<file path="src/rtl/fpu_pkg.sv">
// -----------------------------------------------------------------------------
// fpu_pkg
// Shared definitions for the FP16 datapath blocks:
//   - binary16 field widths, exponent bias and all-ones exponent code
//   - canonical quiet-NaN and +infinity encodings
//   - bit positions inside the 4-bit {invalid, overflow, underflow, inexact}
//     flag vector
//   - state encoding of the sequential multiplier
// -----------------------------------------------------------------------------
package fpu_pkg;

    localparam int EXP_W   = 5;
    localparam int MAN_W   = 10;
    localparam int BIAS    = 15;
    localparam int EXP_MAX = 31;

    localparam logic [15:0] FP16_QNAN = 16'h7E00;
    localparam logic [15:0] FP16_PINF = 16'h7C00;

    localparam int FLAG_INVALID   = 3;
    localparam int FLAG_OVERFLOW  = 2;
    localparam int FLAG_UNDERFLOW = 1;
    localparam int FLAG_INEXACT   = 0;

    typedef enum logic [2:0] {
        S_IDLE,
        S_UNPACK,
        S_MUL,
        S_NORM,
        S_ROUND,
        S_DONE
    } mult_state_e;

endpackage

</file>
<file path="src/rtl/seq_fp16_mult_if.sv">
// -----------------------------------------------------------------------------
// seq_fp16_mult_if
// 4-phase req/ack bundle between the FPU peripheral (master) and the
// sequential FP16 multiplier (slave).
//   req_in  : request, operands stable while high        (master -> slave)
//   a, b    : FP16 operands                               (master -> slave)
//   ack_out : acknowledge, result/flags valid while high  (slave -> master)
//   result  : FP16 product                                (slave -> master)
//   busy    : operation in progress                       (slave -> master)
//   flags   : {invalid, overflow, underflow, inexact}     (slave -> master)
// -----------------------------------------------------------------------------
interface seq_fp16_mult_if;

    logic        req_in;
    logic [15:0] a;
    logic [15:0] b;
    logic        ack_out;
    logic [15:0] result;
    logic        busy;
    logic [3:0]  flags;

    modport master (
        output req_in, a, b,
        input  ack_out, result, busy, flags
    );

    modport slave (
        input  req_in, a, b,
        output ack_out, result, busy, flags
    );

endinterface

</file>
<file path="src/rtl/fp16_round_pack.sv">
// -----------------------------------------------------------------------------
// fp16_round_pack
// Combinational round-to-nearest-even and FP16 packing. Overflow saturates to
// signed infinity, underflow flushes to signed zero (no subnormal outputs).
//   sign_i      : result sign
//   exp_i       : biased exponent before rounding (signed, may be out of range)
//   man_i       : 11-bit mantissa including the hidden bit
//   guard_i     : first bit below the mantissa LSB
//   sticky_i    : OR of all bits below the guard bit
//   result_o    : packed FP16 value
//   overflow_o / underflow_o / inexact_o : exception flags
// -----------------------------------------------------------------------------
module fp16_round_pack
    import fpu_pkg::*;
(
    input  logic                sign_i,
    input  logic signed [6:0]   exp_i,
    input  logic [MAN_W:0]      man_i,
    input  logic                guard_i,
    input  logic                sticky_i,
    output logic [15:0]         result_o,
    output logic                overflow_o,
    output logic                underflow_o,
    output logic                inexact_o
);

    logic               round_up;
    logic               carry;
    logic [MAN_W-1:0]   frac_rnd;
    logic signed [7:0]  exp_rnd;

    always_comb begin
        round_up = guard_i & (sticky_i | man_i[0]);
        // Mantissa of all ones rounding up wraps the fraction to zero and
        // bumps the exponent.
        carry    = round_up & (&man_i);
        frac_rnd = man_i[MAN_W-1:0] + {{(MAN_W-1){1'b0}}, round_up};
        exp_rnd  = $signed({exp_i[6], exp_i}) + $signed({7'b0, carry});

        overflow_o  = 1'b0;
        underflow_o = 1'b0;
        inexact_o   = guard_i | sticky_i;
        result_o    = {sign_i, exp_rnd[EXP_W-1:0], frac_rnd};

        if (int'(exp_rnd) >= EXP_MAX) begin
            overflow_o = 1'b1;
            inexact_o  = 1'b1;
            result_o   = FP16_PINF | {sign_i, 15'b0};
        end else if (int'(exp_rnd) <= 0) begin
            underflow_o = 1'b1;
            inexact_o   = 1'b1;
            result_o    = {sign_i, 15'b0};
        end
    end

endmodule

</file>
<file path="src/rtl/seq_fp16_mult.sv">
// -----------------------------------------------------------------------------
// seq_fp16_mult
// Multi-cycle FP16 multiplier behind a 4-phase req/ack handshake. Mantissas
// are multiplied by a 1-bit-per-cycle shift-add loop; normal operands return
// 15 edges after the capturing edge, special operands after 2 edges.
//   clk   : clock
//   rst_n : asynchronous active-low reset, discards any operation in flight
//   bus   : slave side of seq_fp16_mult_if (req_in/a/b in,
//           ack_out/result/busy/flags out)
// -----------------------------------------------------------------------------
module seq_fp16_mult
    import fpu_pkg::*;
#(
    parameter logic [15:0] NAN_PATTERN = FP16_QNAN
) (
    input  logic             clk,
    input  logic             rst_n,
    seq_fp16_mult_if.slave   bus
);

    mult_state_e        state_q, state_d;
    logic [15:0]        a_q, a_d;
    logic [15:0]        b_q, b_d;
    logic               sign_q, sign_d;
    logic signed [6:0]  exp_q, exp_d;
    logic [21:0]        mcand_q, mcand_d;
    logic [MAN_W:0]     mplier_q, mplier_d;
    logic [21:0]        prod_q, prod_d;
    logic [3:0]         cnt_q, cnt_d;
    logic [MAN_W:0]     man_q, man_d;
    logic               guard_q, guard_d;
    logic               sticky_q, sticky_d;
    logic [15:0]        result_q, result_d;
    logic [3:0]         flags_q, flags_d;
    logic               ack_q, ack_d;
    logic               busy_q, busy_d;

    logic [EXP_W-1:0]   ea, eb;
    logic [MAN_W-1:0]   fa, fb;
    logic               a_nan, a_inf, a_zero;
    logic               b_nan, b_inf, b_zero;

    logic [15:0]        rp_result;
    logic               rp_ovf, rp_unf, rp_inx;

    assign ea = a_q[MAN_W +: EXP_W];
    assign eb = b_q[MAN_W +: EXP_W];
    assign fa = a_q[MAN_W-1:0];
    assign fb = b_q[MAN_W-1:0];

    // A zero exponent field covers subnormals too: they are flushed to zero.
    assign a_nan  = (ea == EXP_W'(EXP_MAX)) && (fa != '0);
    assign a_inf  = (ea == EXP_W'(EXP_MAX)) && (fa == '0);
    assign a_zero = (ea == '0);
    assign b_nan  = (eb == EXP_W'(EXP_MAX)) && (fb != '0);
    assign b_inf  = (eb == EXP_W'(EXP_MAX)) && (fb == '0);
    assign b_zero = (eb == '0);

    fp16_round_pack u_round_pack (
        .sign_i      (sign_q),
        .exp_i       (exp_q),
        .man_i       (man_q),
        .guard_i     (guard_q),
        .sticky_i    (sticky_q),
        .result_o    (rp_result),
        .overflow_o  (rp_ovf),
        .underflow_o (rp_unf),
        .inexact_o   (rp_inx)
    );

    always_ff @(posedge clk or negedge rst_n) begin
        if (!rst_n) begin
            state_q  <= S_IDLE;
            a_q      <= '0;
            b_q      <= '0;
            sign_q   <= 1'b0;
            exp_q    <= '0;
            mcand_q  <= '0;
            mplier_q <= '0;
            prod_q   <= '0;
            cnt_q    <= '0;
            man_q    <= '0;
            guard_q  <= 1'b0;
            sticky_q <= 1'b0;
            result_q <= '0;
            flags_q  <= '0;
            ack_q    <= 1'b0;
            busy_q   <= 1'b0;
        end else begin
            state_q  <= state_d;
            a_q      <= a_d;
            b_q      <= b_d;
            sign_q   <= sign_d;
            exp_q    <= exp_d;
            mcand_q  <= mcand_d;
            mplier_q <= mplier_d;
            prod_q   <= prod_d;
            cnt_q    <= cnt_d;
            man_q    <= man_d;
            guard_q  <= guard_d;
            sticky_q <= sticky_d;
            result_q <= result_d;
            flags_q  <= flags_d;
            ack_q    <= ack_d;
            busy_q   <= busy_d;
        end
    end

    always_comb begin
        state_d  = state_q;
        a_d      = a_q;
        b_d      = b_q;
        sign_d   = sign_q;
        exp_d    = exp_q;
        mcand_d  = mcand_q;
        mplier_d = mplier_q;
        prod_d   = prod_q;
        cnt_d    = cnt_q;
        man_d    = man_q;
        guard_d  = guard_q;
        sticky_d = sticky_q;
        result_d = result_q;
        flags_d  = flags_q;
        ack_d    = ack_q;
        busy_d   = busy_q;

        unique case (state_q)
            S_IDLE: begin
                if (bus.req_in) begin
                    a_d     = bus.a;
                    b_d     = bus.b;
                    busy_d  = 1'b1;
                    state_d = S_UNPACK;
                end
            end

            S_UNPACK: begin
                sign_d = a_q[15] ^ b_q[15];
                exp_d  = $signed({2'b00, ea}) + $signed({2'b00, eb})
                         - $signed(7'(BIAS));
                if (a_nan || b_nan || (a_inf && b_zero) || (b_inf && a_zero)) begin
                    result_d               = NAN_PATTERN;
                    flags_d                = '0;
                    flags_d[FLAG_INVALID]  = 1'b1;
                    ack_d                  = 1'b1;
                    state_d                = S_DONE;
                end else if (a_inf || b_inf) begin
                    result_d = FP16_PINF | {a_q[15] ^ b_q[15], 15'b0};
                    flags_d  = '0;
                    ack_d    = 1'b1;
                    state_d  = S_DONE;
                end else if (a_zero || b_zero) begin
                    result_d = {a_q[15] ^ b_q[15], 15'b0};
                    flags_d  = '0;
                    ack_d    = 1'b1;
                    state_d  = S_DONE;
                end else begin
                    mcand_d  = {11'b0, 1'b1, fa};
                    mplier_d = {1'b1, fb};
                    prod_d   = '0;
                    cnt_d    = '0;
                    state_d  = S_MUL;
                end
            end

            // Multiplier consumed LSB first; multiplicand walks left in step.
            S_MUL: begin
                prod_d   = prod_q + (mplier_q[0] ? mcand_q : 22'd0);
                mcand_d  = mcand_q << 1;
                mplier_d = mplier_q >> 1;
                cnt_d    = cnt_q + 4'd1;
                if (cnt_q == 4'd10) begin
                    state_d = S_NORM;
                end
            end

            // Product of two [1,2) mantissas lies in [1,4): at most one
            // right shift brings the leading one back to the hidden position.
            S_NORM: begin
                if (prod_q[21]) begin
                    man_d    = prod_q[21:11];
                    guard_d  = prod_q[10];
                    sticky_d = |prod_q[9:0];
                    exp_d    = exp_q + 7'sd1;
                end else begin
                    man_d    = prod_q[20:10];
                    guard_d  = prod_q[9];
                    sticky_d = |prod_q[8:0];
                end
                state_d = S_ROUND;
            end

            S_ROUND: begin
                result_d                = rp_result;
                flags_d                 = '0;
                flags_d[FLAG_OVERFLOW]  = rp_ovf;
                flags_d[FLAG_UNDERFLOW] = rp_unf;
                flags_d[FLAG_INEXACT]   = rp_inx;
                ack_d                   = 1'b1;
                state_d                 = S_DONE;
            end

            S_DONE: begin
                if (!bus.req_in) begin
                    ack_d   = 1'b0;
                    busy_d  = 1'b0;
                    state_d = S_IDLE;
                end
            end

            default: begin
                state_d = S_IDLE;
            end
        endcase
    end

    assign bus.ack_out = ack_q;
    assign bus.result  = result_q;
    assign bus.busy    = busy_q;
    assign bus.flags   = flags_q;

endmodule

</file>
<file path="src/flat_wrapper.sv">
// flat-port wrapper written by rule: the top's interface ports become plain ports
module seq_fp16_mult_flat import fpu_pkg::*;
#(
    parameter logic [15:0] NAN_PATTERN = FP16_QNAN
)
  (clk, rst_n, bus_req_in, bus_a, bus_b, bus_ack_out, bus_result, bus_busy, bus_flags);
  seq_fp16_mult_if bus_i ();
  input  logic clk;
  input  logic rst_n;
  input wire logic [$bits(bus_i.req_in)-1:0] bus_req_in;
  input wire logic [$bits(bus_i.a)-1:0] bus_a;
  input wire logic [$bits(bus_i.b)-1:0] bus_b;
  output wire logic [$bits(bus_i.ack_out)-1:0] bus_ack_out;
  output wire logic [$bits(bus_i.result)-1:0] bus_result;
  output wire logic [$bits(bus_i.busy)-1:0] bus_busy;
  output wire logic [$bits(bus_i.flags)-1:0] bus_flags;
  assign bus_i.req_in = bus_req_in;
  assign bus_i.a = bus_a;
  assign bus_i.b = bus_b;
  assign bus_ack_out = bus_i.ack_out;
  assign bus_result = bus_i.result;
  assign bus_busy = bus_i.busy;
  assign bus_flags = bus_i.flags;
  seq_fp16_mult #(.NAN_PATTERN(NAN_PATTERN)) u_core (.clk(clk), .rst_n(rst_n), .bus(bus_i));
endmodule
</file>
<file path="config.mk">
export PLATFORM = sky130hd
export DESIGN_NAME = seq_fp16_mult_flat
export DESIGN_NICKNAME = d
export VERILOG_FILES = /design/src/rtl/fpu_pkg.sv /design/src/rtl/seq_fp16_mult_if.sv /design/src/rtl/fp16_round_pack.sv /design/src/rtl/seq_fp16_mult.sv /design/src/flat_wrapper.sv
export SDC_FILE = /design/constraint.sdc
export NUM_CORES = 1
export LEC_CHECK = 0
export BUFFER_PORTS_ARGS = -buffer_cell sky130_fd_sc_hd__buf_4
export CORE_MARGIN = 2
export CORE_UTILIZATION = 40
export DETAILED_ROUTE_END_ITERATION = 8
export GPL_ROUTABILITY_DRIVEN = 0
export GPL_TIMING_DRIVEN = 0
export HOLD_SLACK_MARGIN = 0.05
export SYNTH_ARGS = -nofsm -noshare
export SYNTH_HDL_FRONTEND = slang
export SYNTH_SLANG_ARGS = --single-unit
</file>
<file path="constraint.sdc">
create_clock -name clk -period 3.23 [get_ports clk]
set_input_delay 0.323 -clock clk [delete_from_list [all_inputs] [get_ports clk]]
set_output_delay 0.323 -clock clk [all_outputs]
set_load 0.01 [all_outputs]
</file>
==> flow_metrics.env, run 1 <==
export IMPL_status="finished, final reports clean"
export IMPL_cts_inserted_buffers=17
export IMPL_dpl_worst_slack_ps=79.6
export IMPL_clock_skew_final_ps=9.01
export IMPL_synth_seq_area_share=0.451
export IMPL_post_route_cell_area_mm2=0.00900
export IMPL_drt_antenna_violating_nets=0
export IMPL_vias=5991
export IMPL_post_cts_repair_setup_buffers=0
export IMPL_postSynth_asyncResetShare=1.00
export IMPL_postRouteWirelength_mm=18.2
export IMPL_hp_class="input pin to flip-flop"
export IMPL_rsz0062_at_grt="no"
export IMPL_finalCritPeriodShare=0.889
export IMPL_rows=50
export IMPL_ctsHtreeMaxLevel=4
export IMPL_syn_inst=775
export IMPL_routed_via_density=5.46
export IMPL_clock_insertion_delay_worst_skew_ps=430
export IMPL_setup_reg_to_reg_worst_slack_ps=360
export IMPL_first_pass_iters=5
export IMPL_core_region_area_mm2=0.0186
export IMPL_root_buffer="sky130_fd_sc_hd__clkbuf_16"
export IMPL_sum_of_net_half_perimeters_after_detailed_placement_mm=13.2
export IMPL_cts_tree="built"
export IMPL_antenna_cells=0
export IMPL_worst_slack_ps=357
export IMPL_drive_gt1_frac=0.188
export IMPL_power_leakage_nw=3.99
export IMPL_setup_viol=0
export IMPL_grt_pass1_vias=5793
export IMPL_worstSetupEndpointType="flip-flop"
export IMPL_netlist_area_mm2=0.00760
export IMPL_synth_main_ff_cell="sky130_fd_sc_hd__dfrtp_1"
export IMPL_critical_path_max_stage_delay_ps=460
export IMPL_library_cell_with_the_highest_instance_count_after_synthesis="sky130_fd_sc_hd__dfrtp_1"
export IMPL_initial_cell_density_of_the_core=0.408
export IMPL_final_setup_tns_ps=0
export IMPL_first_iter_violations=387
export IMPL_worst_slew_pin_transition_ps=792
export IMPL_synth_top_cells_by_area="sky130_fd_sc_hd__dfrtp_1 45%, sky130_fd_sc_hd__ha_1 5.6%, sky130_fd_sc_hd__mux2_2 4.6%"
export IMPL_avgRoutedWirePerCell_um=16.5
export IMPL_max_vdd_ir_drop_mv=0.410
export IMPL_finalNetCount=923
export IMPL_drv_slew=0
export IMPL_fmax_mhz=348
export IMPL_grt_antenna_before_repair=0
export IMPL_worst_ep_arrival_time_ps=3190
export IMPL_boundaryPins=57
export IMPL_synth_cells_most_frequent="137 x sky130_fd_sc_hd__dfrtp_1, 84 x sky130_fd_sc_hd__nor2_1, 71 x sky130_fd_sc_hd__nand2_1"
export IMPL_cts_sink_count=137
export IMPL_floorplan_die_height_um=142
export IMPL_die_x_um=142
export IMPL_drc=0
export IMPL_critical_path_class="flip-flop to flip-flop"
export IMPL_largest_net_degree_at_the_start_of_global_routing=80
export IMPL_crit_fanout=10
export IMPL_placedInstanceArea_mm2=0.00834
export IMPL_globalRouteTotalUtil=0.191
export IMPL_finalWorstPathRequiredPeriod_ps=2870
export IMPL_total_congestion_overflow=0
export IMPL_max_slew_margin=0.472
export IMPL_syn_to_final_growth_pct=18.5
export IMPL_crit_required_ps=3550
export IMPL_design_die_area_mm2=0.0201
export IMPL_synth_largest_area_cell="sky130_fd_sc_hd__dfrtp_1"
export IMPL_global_route_wire_length_before_repair_mm=30.4
export IMPL_syn_avg_cell_area_um2=9.80
export IMPL_ys_ff_latch=137
export IMPL_synth_warnings=0
export IMPL_crit_chain="clkbuf_1 -> and2_1 -> ha_1 -> a21oi_1 -> o21ai_0 -> a311oi_1 -> a21boi_0 -> or3_1 -> a32o_1"
export IMPL_power_per_cell_area_mw_per_mm2=1060
export IMPL_post_synth_net_total=846
export IMPL_setup_worst_path_start_class="flip-flop"
export IMPL_clock_edge_transition_at_the_registers_on_the_reported_setup_and_hold_paths_ps=60
export IMPL_final_hold_viol_count=0
export IMPL_share_of_the_synthesized_area_in_the_top_cell_type=0.451
export IMPL_drv_max_cap_violation_count=0
export IMPL_synth_enable_flop_cells=0
export IMPL_port_buffer_count=56
export IMPL_ys_types=81
export IMPL_max_clock_path_buffers=2
export IMPL_crit_slowest_cell="sky130_fd_sc_hd__dfrtp_1"
-- critical path: cells and delay by family, from the launching register on --
kind            cells  cell delay [ps]
compound gates      5             1140
fa+ha+maj           1              280
buf+inv             1              340
flops               1              460
simple gates        2              530
-- metal layers --
metal	track usage	routed length (um)	vias to the layer above
met2	0.302	8360	114
met1	0.271	8950	2896
met4	0.0532	198	0
met3	0.0358	651	18
li1	-	-	2963
met5	0	0	-
-- worst paths after layout --
path,from,end,depth (start not counted)
min,bus_b[5],u_core.b_q[5],2
min reg2reg,u_core.bus.result[1],u_core.bus.result[1],2
max,u_core.mplier_q[0],u_core.prod_q[14],9
min in group asynchronous,rst_n,u_core.b_q[1],2
max reg2reg,u_core.mplier_q[0],u_core.prod_q[14],9
max in group asynchronous,rst_n,u_core.man_q[6],3
-- metrics by stage --
stage	utilization	hold slack, ps	std cells	power (mW)
after floorplan	-	27.4	775	6.24
after global placement	0.446	464	1065	7.40
after detailed placement	0.447	346	1066	7.47
after CTS	0.482	114	1098	9.61
after global routing	0.483	119	1098	10.3
final	0.483	126	1098	9.57
-- flip-flops by register name, indices dropped and copies added, names as in the netlist, 3 cells and up --
name / count
u_core.bus.result: 16
u_core.cnt_q: 4
u_core.b_q: 16
u_core.man_q: 11
u_core.a_q: 16
u_core.state_q: 3
u_core.exp_q: 7
u_core.bus.flags: 4
u_core.prod_q: 22
u_core.mcand_q: 22
u_core.mplier_q: 11
-- cell type report --
type / count / area (um2)
repair buffers: 58 / 462
clock inverters: 10 / 169
fillers: 1773 / 9640
inverters: 13 / 48.8
plain buffers: 36 / 195
flip-flops and latches: 137 / 3430
multi-input cells: 589 / 3950
well taps: 234 / 293
clock buffers: 21 / 460
-- cells by family (layout without fill, tap and decap cells) --
logic type / Yosys count / after routing / synth area share
buffers and inverters: 49 / 138 / 0.0319
flip-flops: 137 / 137 / 0.451
adder cells (fa/ha/maj): 36 / 36 / 0.0613
AO/OA/AOI/OAI: 201 / 201 / 0.176
AND/OR/NAND/NOR: 273 / 273 / 0.176
XOR/XNOR: 35 / 35 / 0.0403
multiplexers: 44 / 44 / 0.0631
-- cells in the final DEF, fill, tap and decap left out, drive strengths merged, types with 12 or more instances in the layout --
cell,n
mux2,31
nor2,86
clkbuf,37
o21ai,47
nand3,28
o22ai,20
and2,27
dfrtp,137
xnor2,22
inv,13
nor3,14
nand2,72
a21o,12
ha,34
buf,77
a21oi,49
mux2i,13
a22o,18
xor2,13
-- power breakdown --
part / switching [mW] / internal, mW / leakage (nW)
logic: 2.41 / 1.97 / 2.01
registers: 0.637 / 2.47 / 1.68
clock network: 0.755 / 1.33 / 0.296
-- timing repair --
item / CTS / global route
resized for setup: 0 / 5
endpoints found under the hold margin: 58 / 0
setup endpoints to repair: 0 / 6
hold buffers: 1 / 0
Note: power is estimated with default switching activity, not from simulation.
==> run 2: changes to the inputs <==
--- a/config.mk
+++ b/config.mk
@@ -6,7 +6,6 @@
 export NUM_CORES = 1
 export LEC_CHECK = 0
 export BUFFER_PORTS_ARGS = -buffer_cell sky130_fd_sc_hd__buf_4
-export CORE_MARGIN = 2
 export CORE_UTILIZATION = 40
 export DETAILED_ROUTE_END_ITERATION = 8
 export GPL_ROUTABILITY_DRIVEN = 0
==> flow_metrics.env, run 2 (synthesized netlist as in run 1, its figures left out) <==
export IMPL_global_route_wire_length_before_repair_mm=30.0
export IMPL_first_iter_violations=357
export IMPL_rows=50
export IMPL_final_setup_tns_ps=0
export IMPL_fmax_mhz=338
export IMPL_routed_via_density=5.43
export IMPL_root_buffer="sky130_fd_sc_hd__clkbuf_16"
export IMPL_cts_sink_count=137
export IMPL_drt_antenna_violating_nets=0
export IMPL_initial_cell_density_of_the_core=0.408
export IMPL_drv_max_cap_violation_count=0
export IMPL_drive_gt1_frac=0.191
export IMPL_avgRoutedWirePerCell_um=16.2
export IMPL_placedInstanceArea_mm2=0.00834
export IMPL_grt_antenna_before_repair=0
export IMPL_finalCritPeriodShare=0.915
export IMPL_floorplan_die_height_um=140
export IMPL_rsz0062_at_grt="no"
export IMPL_ctsHtreeMaxLevel=4
export IMPL_boundaryPins=57
export IMPL_finalNetCount=923
export IMPL_power_per_cell_area_mw_per_mm2=1060
export IMPL_setup_viol=0
export IMPL_worstSetupEndpointType="flip-flop"
export IMPL_vias=5965
export IMPL_clock_edge_transition_at_the_registers_on_the_reported_setup_and_hold_paths_ps=60
export IMPL_holdWs_ps=118
export IMPL_max_vdd_ir_drop_mv=0.450
export IMPL_sum_of_net_half_perimeters_after_detailed_placement_mm=12.9
export IMPL_drc=0
export IMPL_die_x_um=140
export IMPL_worst_ep_arrival_time_ps=3260
export IMPL_worst_slew_pin_transition_ps=768
export IMPL_setup_worst_path_start_class="flip-flop"
export IMPL_drv_slew=0
export IMPL_status="finished, final reports clean"
export IMPL_max_clock_path_buffers=2
export IMPL_cts_inserted_buffers=17
export IMPL_max_slew_margin=0.488
export IMPL_clock_insertion_delay_worst_skew_ps=420
export IMPL_count_of_fill_cells_added_during_filler_insertion=1766
export IMPL_syn_to_final_growth_pct=18.7
export IMPL_port_buffer_count=56
export IMPL_setup_reg_to_reg_worst_slack_ps=270
export IMPL_core_region_area_mm2=0.0186
export IMPL_critical_path_class="flip-flop to flip-flop"
export IMPL_first_pass_iters=5
export IMPL_finalWorstPathRequiredPeriod_ps=2960
export IMPL_whs_path_depth=3
export IMPL_post_cts_repair_setup_buffers=0
export IMPL_power_leakage_nw=4.01
export IMPL_total_congestion_overflow=0
export IMPL_clock_skew_final_ps=9.28
export IMPL_globalRouteTotalUtil=0.195
export IMPL_hp_class="input pin to flip-flop"
export IMPL_post_route_cell_area_mm2=0.00902
export IMPL_final_core_util=0.484
export IMPL_reg2regPathDepth=10
export IMPL_mostFrequentLayoutCells="137 x sky130_fd_sc_hd__dfrtp_1, 84 x sky130_fd_sc_hd__nor2_1, 71 x sky130_fd_sc_hd__nand2_1"
export IMPL_largest_registers="u_core.mcand_q x22, u_core.prod_q x22"
export IMPL_grt_pass1_vias=5736
export IMPL_design_die_area_mm2=0.0195
export IMPL_cts_tree="built"
export IMPL_antenna_cells=0
export IMPL_crit_fanout=10
export IMPL_final_hold_viol_count=0
export IMPL_crit_required_ps=3540
export IMPL_layout_cells_most_common="sky130_fd_sc_hd__dfrtp_1"
export IMPL_postRouteWirelength_mm=17.8
export IMPL_largest_net_degree_at_the_start_of_global_routing=97
run 2: layout make-up:
class,count,area (um2),area share
Sequential cell,137,3430,0.380
Clock buffer,18,439,0.0487
Clock inverter,14,209,0.0232
Timing Repair Buffer,58,462,0.0512
Inverter,13,48.8,0.00541
Buffer,36,195,0.0216
Multi-Input combinational cell,589,3940,0.437
Tap cell,234,293,0.0325
run 2: critical path, stage by stage (launching register included):
cell and delay (ps):
sky130_fd_sc_hd__dfrtp_1 470, sky130_fd_sc_hd__clkbuf_2 250, sky130_fd_sc_hd__and2_1 190, sky130_fd_sc_hd__ha_1 340, sky130_fd_sc_hd__a21oi_1 350, sky130_fd_sc_hd__o21a_1 200, sky130_fd_sc_hd__o21bai_1 80, sky130_fd_sc_hd__a2111oi_0 630
sky130_fd_sc_hd__nor2_1 80, sky130_fd_sc_hd__a22oi_1 150, sky130_fd_sc_hd__nand2_1 80
run 2: report_power, final:
| group | switching [mW] | total, mW | leakage [nW] | internal [mW] |
|---|---|---|---|---|
| clock network | 0.815 | 2.15 | 0.315 | 1.34 |
| logic | 2.39 | 4.35 | 2.01 | 1.96 |
| registers | 0.625 | 3.09 | 1.68 | 2.47 |
run 2: what timing repair did:
action,CTS,global route
endpoints found under the setup margin,0,5
resized for setup,0,4
hold endpoints to repair,41,0
hold buffers,1,0
run 2: metal layers:
metal	up-vias	track usage	share of wire
li1	2959	-	-
met1	2907	0.278	0.50
met2	85	0.300	0.46
met3	14	0.0385	0.029
met4	0	0.0561	0.011
met5	-	0	0
run 2: worst paths after layout:
kind | to | start
setup / recovery | u_core.prod_q[19] | u_core.mplier_q[0]
min in group asynchronous | u_core.b_q[5] | rst_n
hold / removal | u_core.a_q[0] | bus_a[0]
setup reg to reg | u_core.prod_q[19] | u_core.mplier_q[0]
max in group asynchronous | u_core.man_q[0] | rst_n
hold reg to reg | u_core.bus.result[3] | u_core.bus.result[3]
run 2: stage by stage:
step           setup WS [ps]  power, mW  cells
3_3_place_gp             122       7.41   1065
2_1_floorplan            746       6.24    775
6_report                 275       9.60   1099
4_1_cts                 39.1       9.64   1099
3_5_place_dp            69.9       7.46   1066
5_1_grt                 23.9       10.4   1099
